File: src/rtl/ntt_stage_sched.sv
// Stage scheduler for the radix-2^RADIX_K1 NTT datapath: meters AGU issue per stage,
// waits for every butterfly group to write back, flips the ping-pong bank and flags done.
module ntt_stage_sched #(
  parameter int LOGN     = 8,
  parameter int RADIX_K1 = 4,
  parameter int D_WIDTH  = 16,
  localparam int K  = LOGN / RADIX_K1,
  localparam int G  = 1 << (LOGN - RADIX_K1),
  localparam int CW = $clog2(G + 1),
  localparam int SW = (K > 1) ? $clog2(K) : 1
) (
  input  logic               clk,
  input  logic               rst,
  input  logic               start,
  input  logic               abort,
  input  logic               wb_valid,
  input  logic [D_WIDTH-1:0] agu_l,
  output logic               agu_enable,
  output logic [SW-1:0]      stage,
  output logic               rd_bank,
  output logic               busy,
  output logic               done,
  output logic               err
);

  typedef enum logic [1:0] {
    S_IDLE,
    S_ISSUE,
    S_DRAIN,
    S_DONE
  } state_t;

  localparam logic [CW-1:0] ISSUE_LAST = CW'(G - 1);
  localparam logic [CW:0]   G_EXT      = (CW + 1)'(G);
  localparam logic [SW-1:0] STAGE_LAST = SW'(K - 1);

  state_t        state_q, state_d;
  logic [CW-1:0] issue_cnt_q, issue_cnt_d;
  logic [CW-1:0] wb_cnt_q, wb_cnt_d;
  logic [SW-1:0] stage_q, stage_d;
  logic          rd_bank_q, rd_bank_d;
  logic          err_q, err_d;
  logic          agu_enable_q, agu_enable_d;
  logic          busy_q, busy_d;
  logic          done_q, done_d;

  logic [CW:0]   wb_sum;
  logic          wb_over;

  always_comb begin
    state_d     = state_q;
    issue_cnt_d = issue_cnt_q;
    wb_cnt_d    = wb_cnt_q;
    stage_d     = stage_q;
    rd_bank_d   = rd_bank_q;
    err_d       = err_q;

    // One extra bit so a write-back beyond G is visible instead of wrapping
    wb_sum  = {1'b0, wb_cnt_q} + (CW + 1)'(wb_valid);
    wb_over = (wb_sum > G_EXT);

    case (state_q)
      S_IDLE: begin
        if (wb_valid) begin
          err_d = 1'b1;
        end
        if (start && !abort) begin
          state_d     = S_ISSUE;
          issue_cnt_d = '0;
          wb_cnt_d    = '0;
          stage_d     = '0;
          rd_bank_d   = 1'b0;
          err_d       = 1'b0;
        end
      end

      S_ISSUE: begin
        issue_cnt_d = issue_cnt_q + CW'(1);
        if (agu_l != D_WIDTH'(stage_q)) begin
          err_d = 1'b1;
        end
        if (wb_valid) begin
          if (wb_over) begin
            err_d = 1'b1;
          end else begin
            wb_cnt_d = wb_sum[CW-1:0];
          end
        end
        if (issue_cnt_q == ISSUE_LAST) begin
          state_d = S_DRAIN;
        end
      end

      S_DRAIN: begin
        if (wb_valid) begin
          if (wb_over) begin
            err_d = 1'b1;
          end else begin
            wb_cnt_d = wb_sum[CW-1:0];
          end
        end
        // Saturated count still satisfies the exit, so a surplus pulse cannot stall us
        if (wb_sum >= G_EXT) begin
          if (stage_q == STAGE_LAST) begin
            state_d = S_DONE;
          end else begin
            state_d     = S_ISSUE;
            stage_d     = stage_q + SW'(1);
            rd_bank_d   = ~rd_bank_q;
            issue_cnt_d = '0;
            wb_cnt_d    = '0;
          end
        end
      end

      S_DONE: begin
        if (wb_valid) begin
          err_d = 1'b1;
        end
        state_d = S_IDLE;
      end

      default: begin
        state_d = S_IDLE;
      end
    endcase

    if (abort) begin
      state_d   = S_IDLE;
      stage_d   = '0;
      rd_bank_d = 1'b0;
    end

    agu_enable_d = (state_d == S_ISSUE);
    busy_d       = (state_d == S_ISSUE) || (state_d == S_DRAIN);
    done_d       = (state_d == S_DONE);
  end

  always_ff @(posedge clk) begin
    if (rst) begin
      state_q      <= S_IDLE;
      issue_cnt_q  <= '0;
      wb_cnt_q     <= '0;
      stage_q      <= '0;
      rd_bank_q    <= 1'b0;
      err_q        <= 1'b0;
      agu_enable_q <= 1'b0;
      busy_q       <= 1'b0;
      done_q       <= 1'b0;
    end else begin
      state_q      <= state_d;
      issue_cnt_q  <= issue_cnt_d;
      wb_cnt_q     <= wb_cnt_d;
      stage_q      <= stage_d;
      rd_bank_q    <= rd_bank_d;
      err_q        <= err_d;
      agu_enable_q <= agu_enable_d;
      busy_q       <= busy_d;
      done_q       <= done_d;
    end
  end

  assign agu_enable = agu_enable_q;
  assign stage      = stage_q;
  assign rd_bank    = rd_bank_q;
  assign busy       = busy_q;
  assign done       = done_q;
  assign err        = err_q;

endmodule

File: config.mk
export PLATFORM = sky130hd
export DESIGN_NAME = ntt_stage_sched
export DESIGN_NICKNAME = d
export VERILOG_FILES = /design/src/rtl/ntt_stage_sched.sv
export SDC_FILE = /design/constraint.sdc
export NUM_CORES = 1
export LEC_CHECK = 0
export CAP_MARGIN = 20
export CORE_MARGIN = 4
export CORE_UTILIZATION = 25
export CTS_BUF_LIST = sky130_fd_sc_hd__clkbuf_4
export CTS_CLUSTER_DIAMETER = 200
export DETAILED_ROUTE_END_ITERATION = 8
export PLACE_DENSITY_LB_ADDON = 0.05
export SYNTH_ARGS = -nofsm -noshare
export SYNTH_HDL_FRONTEND = slang
export SYNTH_SLANG_ARGS = --single-unit
File: constraint.sdc
create_clock -name clk -period 2.5 [get_ports clk]
set_clock_uncertainty 0.15 [all_clocks]
set_input_delay 0.375 -clock clk [delete_from_list [all_inputs] [get_ports clk]]
set_output_delay 0.375 -clock clk [all_outputs]
set_load 0.005 [all_outputs]
* After elaboration in Yosys (flattened, before gate mapping)
Index checks and enable logic that the tools add are counted.
** Operators by class
- Add/sub/neg operators :: 3
- $lt $le $gt $ge :: 2
- Eq/ne operators :: 13
- Mux-type cells :: 30
- Bitwise gates (word level) :: 1
- Reduce and logical (&&, ||, !) cells :: 12
** Operator list (count)
- 5-bit 2-to-1 mux :: 7
- 5-bit case mux with 3 select lines :: 2
- 16-bit by 1-bit != test with 1-bit output :: 1
- 1-bit 2-to-1 mux :: 12
- 2-bit 2-to-1 mux :: 5
- 2-bit != test (second input constant) :: 5
- 2-bit equality test (second input constant) :: 4
- 2-bit case mux with 4 select lines :: 1
- 4-bit AND reduction :: 2
- 5-bit by 1-bit adder with 6-bit output :: 1
- 6-bit by 5-bit >= comparator with 1-bit output (second input constant) :: 1
- 6-bit by 5-bit > comparator with 1-bit output (second input constant) :: 1
- 5-bit by 1-bit adder with 5-bit output (second input constant) :: 1
- 5-bit by 4-bit equality test with 1-bit output (second input constant) :: 1
- 2-bit by 1-bit equality test with 1-bit output (second input constant) :: 2
- 1-bit case mux with 2 select lines :: 2
- 1-bit case mux with 4 select lines :: 1
- 2-bit AND reduction :: 2
- 3-bit AND reduction :: 1
- 3-bit nonzero test :: 1
- 2-bit logical NOT :: 1
- 2-bit nonzero test :: 1
- 2-bit OR reduction :: 1
- 1-bit adder (second input constant) :: 1
- 4 further kinds :: 4
** Storage, ports and cells
- Register bits :: 18
- Input bits :: 21
- Output and inout port bits :: 6
- Logic and storage cells :: 70

* Longest topological paths before layout
- Word-level depth :: 7
- Mapped depth :: 10
- Mapped depth without buffers :: 9

* Worst setup path before layout
Ideal clock, no wire load.
- Kind :: in2reg
- Start :: input port wb_valid
- End :: register busy_q, in the netlist busy
- Setup time :: 0.126 ns
- Arrival time :: 2.196 ns
- Data required time :: 2.224 ns
- Path slack :: 0.028 ns
- Stages :: 9
- Buffers on the path :: 0
- Cells stage by stage :: ha_1 > ha_1 > and3_2 > or3_4 > a41oi_1 > a211oi_1 > or2_1 > ha_1 > nor2_1
** Between the ends
- Cells in the longest elaborated chain, start to end :: 7
- Elaborated cells on any way between the ends :: 8
- Classes of those cells :: 1 x add/sub; 1 x order compare; 2 x eq/ne; 3 x mux; 1 x reduce/logical
** Ends and longest elaborated chain
- from (decl) :: RTL line 16 : input logic wb_valid,
- 5-bit by 1-bit adder with 6-bit output (*) :: RTL line 59 : wb_sum = {1'b0, wb_cnt_q} + (CW + 1)'(wb_valid);
- 6-bit by 5-bit >= comparator with 1-bit output (*) :: RTL line 103 : if (wb_sum >= G_EXT) begin
- 2-bit 2-to-1 mux (*) :: RTL line 103
- 2-bit case mux with 4 select lines (*) :: RTL line 62 : case (state_q)
- 2-bit 2-to-1 mux (*) :: RTL line 128 : if (abort) begin
- 2-bit by 1-bit equality test with 1-bit output or 2-bit equality test (tied branches) :: RTL line 135 : busy_d = (state_d == S_ISSUE) || (state_d == S_DRAIN);
- 1-bit logical OR (*) :: RTL line 135
- to (signal assigned) :: RTL line 158 : busy_q <= busy_d;
- to (decl) :: RTL line 44 : logic busy_q, busy_d;
Every way passes the cells marked *; elsewhere a longest branch is shown, timed or not.
A chain may end at the register's enable or synchronous reset.

* Worst setup path in the final report
- Start :: register wb_cnt_q[0]
- End :: register busy_q, in the netlist busy
** Between the ends
- Cells in the longest elaborated chain, start to end :: 7
- Elaborated cells on any way between the ends :: 8
- Classes of those cells :: 1 x add/sub; 1 x order compare; 2 x eq/ne; 3 x mux; 1 x reduce/logical
** Ends and longest elaborated chain
- from (decl) :: RTL line 39 : logic [CW-1:0] wb_cnt_q, wb_cnt_d;
- from (signal assigned) :: RTL line 153 : wb_cnt_q <= wb_cnt_d;
- 5-bit by 1-bit adder with 6-bit output (*) :: RTL line 59
- 6-bit by 5-bit >= comparator with 1-bit output (*) :: RTL line 103
- 2-bit 2-to-1 mux (*) :: RTL line 103
- 2-bit case mux with 4 select lines (*) :: RTL line 62
- 2-bit 2-to-1 mux (*) :: RTL line 128
- 2-bit by 1-bit equality test with 1-bit output or 2-bit equality test (tied branches) :: RTL line 135
- 1-bit logical OR (*) :: RTL line 135
Marked as above.

==> out/qor.yml <==
synth:
  syn_area_sq_um: 1340
  synthArstFlopShare_pct: 0
  syn_inst: 160
  synth_commonest_cells: "dfxtp_1 (18), a21oi_1 (15), nand2_1 (14)"
  ys_seq_area_share_pct: 26.9
  synth_top_area_cell: "dfxtp_1"
  yosysMostFrequentCell: "dfxtp_1"
  yosys-top-cells-area: "dfxtp_1 (27%), ha_1 (10%), a21oi_1 (5.6%)"
  yosys_warnings: 0
  syn_nets: 192
  synth_edf_count: 0
  ys_seq_elements: 18
  ys_types: 46
  synth_top_flop_cell: "dfxtp_1"
  synth.top_cell.area_share_pct: 26.9
  postSynthAreaPerCell_sq_um: 8.38
setup_path:
  path_buf_inv: 1
  worstPathCellList: "ha_2 > ha_2 > and3_4 > or3_4 > a41oi_2 > a211oi_2 > buf_4 > or2_1 > ha_1 > nor2_1"
  end_kind: "register"
  cp_top_family: "simple AND/OR/NAND/NOR gates"
  cp_slowest_stage_delay_ns: 0.34
  worst-path-max-fanout: 4
  slowest_stage: "dfxtp_2"
  crit_required_ns: 2.59
  setup.worst_path.class: "reg -> reg"
  critPathLaunchType: "register"
  cp.arrival_ns: 2.47
  crit_top_cell: "ha_2"
sta:
  relSlewSlack_pct: 74.7
  fin_ws_ns: 0.120
  rsz0062_at_grt: "false"
  setup_viol: 0
  slew_viol_final: 0
  fin_crit_ns: 2.38
  hold_violations: 0
  hold_ws_ns: 0.316
  fin_crit_sh_pct: 95.2
  worstMarginPinSlew_ns: 0.379
  max_freq_mhz: 420
grt:
  antenna_found_initial: 0
  grt_overflow: 0
  first_global_vias: 1362
  grt_first_pass_wirelength_mm: 6.19
  track_usage_pct: 11.9
  grt_max_degree: 11
floorplan:
  die_area_sq_um: 6600
  coreArea_sq_um: 5140
  ios: 27
  die_h_um: 81.2
  rows: 26
  start_util_pct: 26.1
  dieWidth_um: 81.2
placement:
  numPortBuffers: 26
  place_congestion: 0.845
  hpwl_mm: 2.96
  dp_worst_setup_slack_ns: -0.523
clock_network:
  clock_latency_ns: 0.30
  clockBufferDepth: 2
  htree_levels: 1
  cts_tree: "done"
  cts.sinks: 18
  cts_buffers: 3
  cts_root_buf: "clkbuf_4"
  path_clk_slew_ns: 0.11
  cts_setup_buffers: 0
  ctsHoldBuffers: 0
route:
  drt_iter0_markers: 82
  wl_per_cell_um: 13.4
  via_count: 1390
  routed_wl_mm: 3.79
  drc: 0
  first_pass_iters: 4
  postRouteAntennaNets: 0
  viasPerCell: 4.91
power_and_ir_drop:
  ir_worst_vdd_v: 0.000176
  powerDensity_nw_per_um2: 289
  power_uw: 559
  p_leak_nw: 0.713
worst_hold_path:
  hold_path.class: "reg -> reg"
layout:
  nets: 246
  drive_above_1_share_pct: 24.4
  synthToLayoutAreaGrowth_pct: 44.4
  num-fill-cells: 550
  antenna_cells: 0
run:
  maxCapViolations: 0
run_status:
  outcome: "finished clean"
-- logic make-up (layout without fill, tap and decap cells) --
group,count (synthesis),in the layout,synth area share (%)
simple gates,66,66,30.9
compound gates,49,49,26.0
flops,18,18,26.9
buf+inv,14,67,4.57
fa+ha+maj,11,11,10.3
xor+xnor,1,1,0.653
mux,1,1,0.746
-- layer usage --
metal  share of wire, %  vias to the layer above  track usage [%]
li1                   -                      704                -
met5                  0                        -                0
met2                 46                       38             19.9
met1                 45                      642             14.8
met3                7.6                        6             2.99
met4                1.9                        0             4.22
-- area by class of cell --
cell class,instances,area [sq um],share of cell area (%)
multi-input combinational,128,951,49.1
timing repair buffer,56,484,25.0
sequential,18,362,18.7
tap,70,87.6,4.52
inverter,7,26.3,1.36
clock buffer,3,22.5,1.16
clock inverter,1,3.75,0.194
-- through the flow --
stage	utilization (%)	instance area [sq um]	TNS [ns]	instances
6_report	37.7	1940	0	283
5_1_grt	37.7	1940	0	283
3_3_place_gp	36.6	1880	-4.63	279
2_1_floorplan	-	1340	0	160
4_1_cts	37.6	1930	0	283
3_5_place_dp	36.6	1880	-4.13	279
-- what timing repair did --
action	4_1_cts	5_1_grt
pin swaps	1	1
endpoints found under the setup margin	7	3
resized for setup	7	3
-- sequential cells by signal (all words and copies together) (netlist names) --
| signal | cells |
|---|---|
| done | 1 |
| state_q | 2 |
| stage | 1 |
| issue_cnt_q | 5 |
| rd_bank | 1 |
| err | 1 |
| agu_enable | 1 |
| busy | 1 |
| wb_cnt_q | 5 |
-- worst paths after layout --
path	from	slack (ns)	cells past startpoint	to
min reg2reg	issue_cnt_q[4]$_SDFFE_PP0P_	0.32	2	issue_cnt_q[4]$_SDFFE_PP0P_
max reg2reg	wb_cnt_q[0]$_SDFFE_PP0P_	0.12	10	busy$_SDFF_PP0_
min	issue_cnt_q[4]$_SDFFE_PP0P_	0.32	2	issue_cnt_q[4]$_SDFFE_PP0P_
max	wb_cnt_q[0]$_SDFFE_PP0P_	0.12	10	busy$_SDFF_PP0_
-- cells in the final DEF, fill, tap and decap left out, types with 2 or more instances in the layout --
master	instances
clkbuf_4	3
and3_1	4
o21ai_0	9
nor3_1	3
nor4_1	4
ha_1	9
nand2_1	14
inv_1	7
nand2b_1	3
nand3_1	5
nand3b_1	6
a31oi_2	2
or3_4	2
clkdlybuf4s50_1	25
dfxtp_1	17
nor2_1	7
a21oi_1	14
ha_2	2
nor2b_1	7
buf_4	30
a31oi_1	7
nand4_1	3
-- power breakdown --
group | switching, mW | internal (mW)
Combinational | 0.0477 | 0.0611
Sequential | 0.00268 | 0.291
Clock | 0.0982 | 0.0581
-- worst register-to-register path, delay by kind of cell, from the launching register on --
family	cells	cell delay, ns
adder cells (fa/ha/maj)	3	0.64
flip-flops	1	0.34
AO/OA/AOI/OAI	2	0.21
buffers and inverters	1	0.15
AND/OR/NAND/NOR	4	0.84
Note: power is estimated with default switching activity, not from simulation.
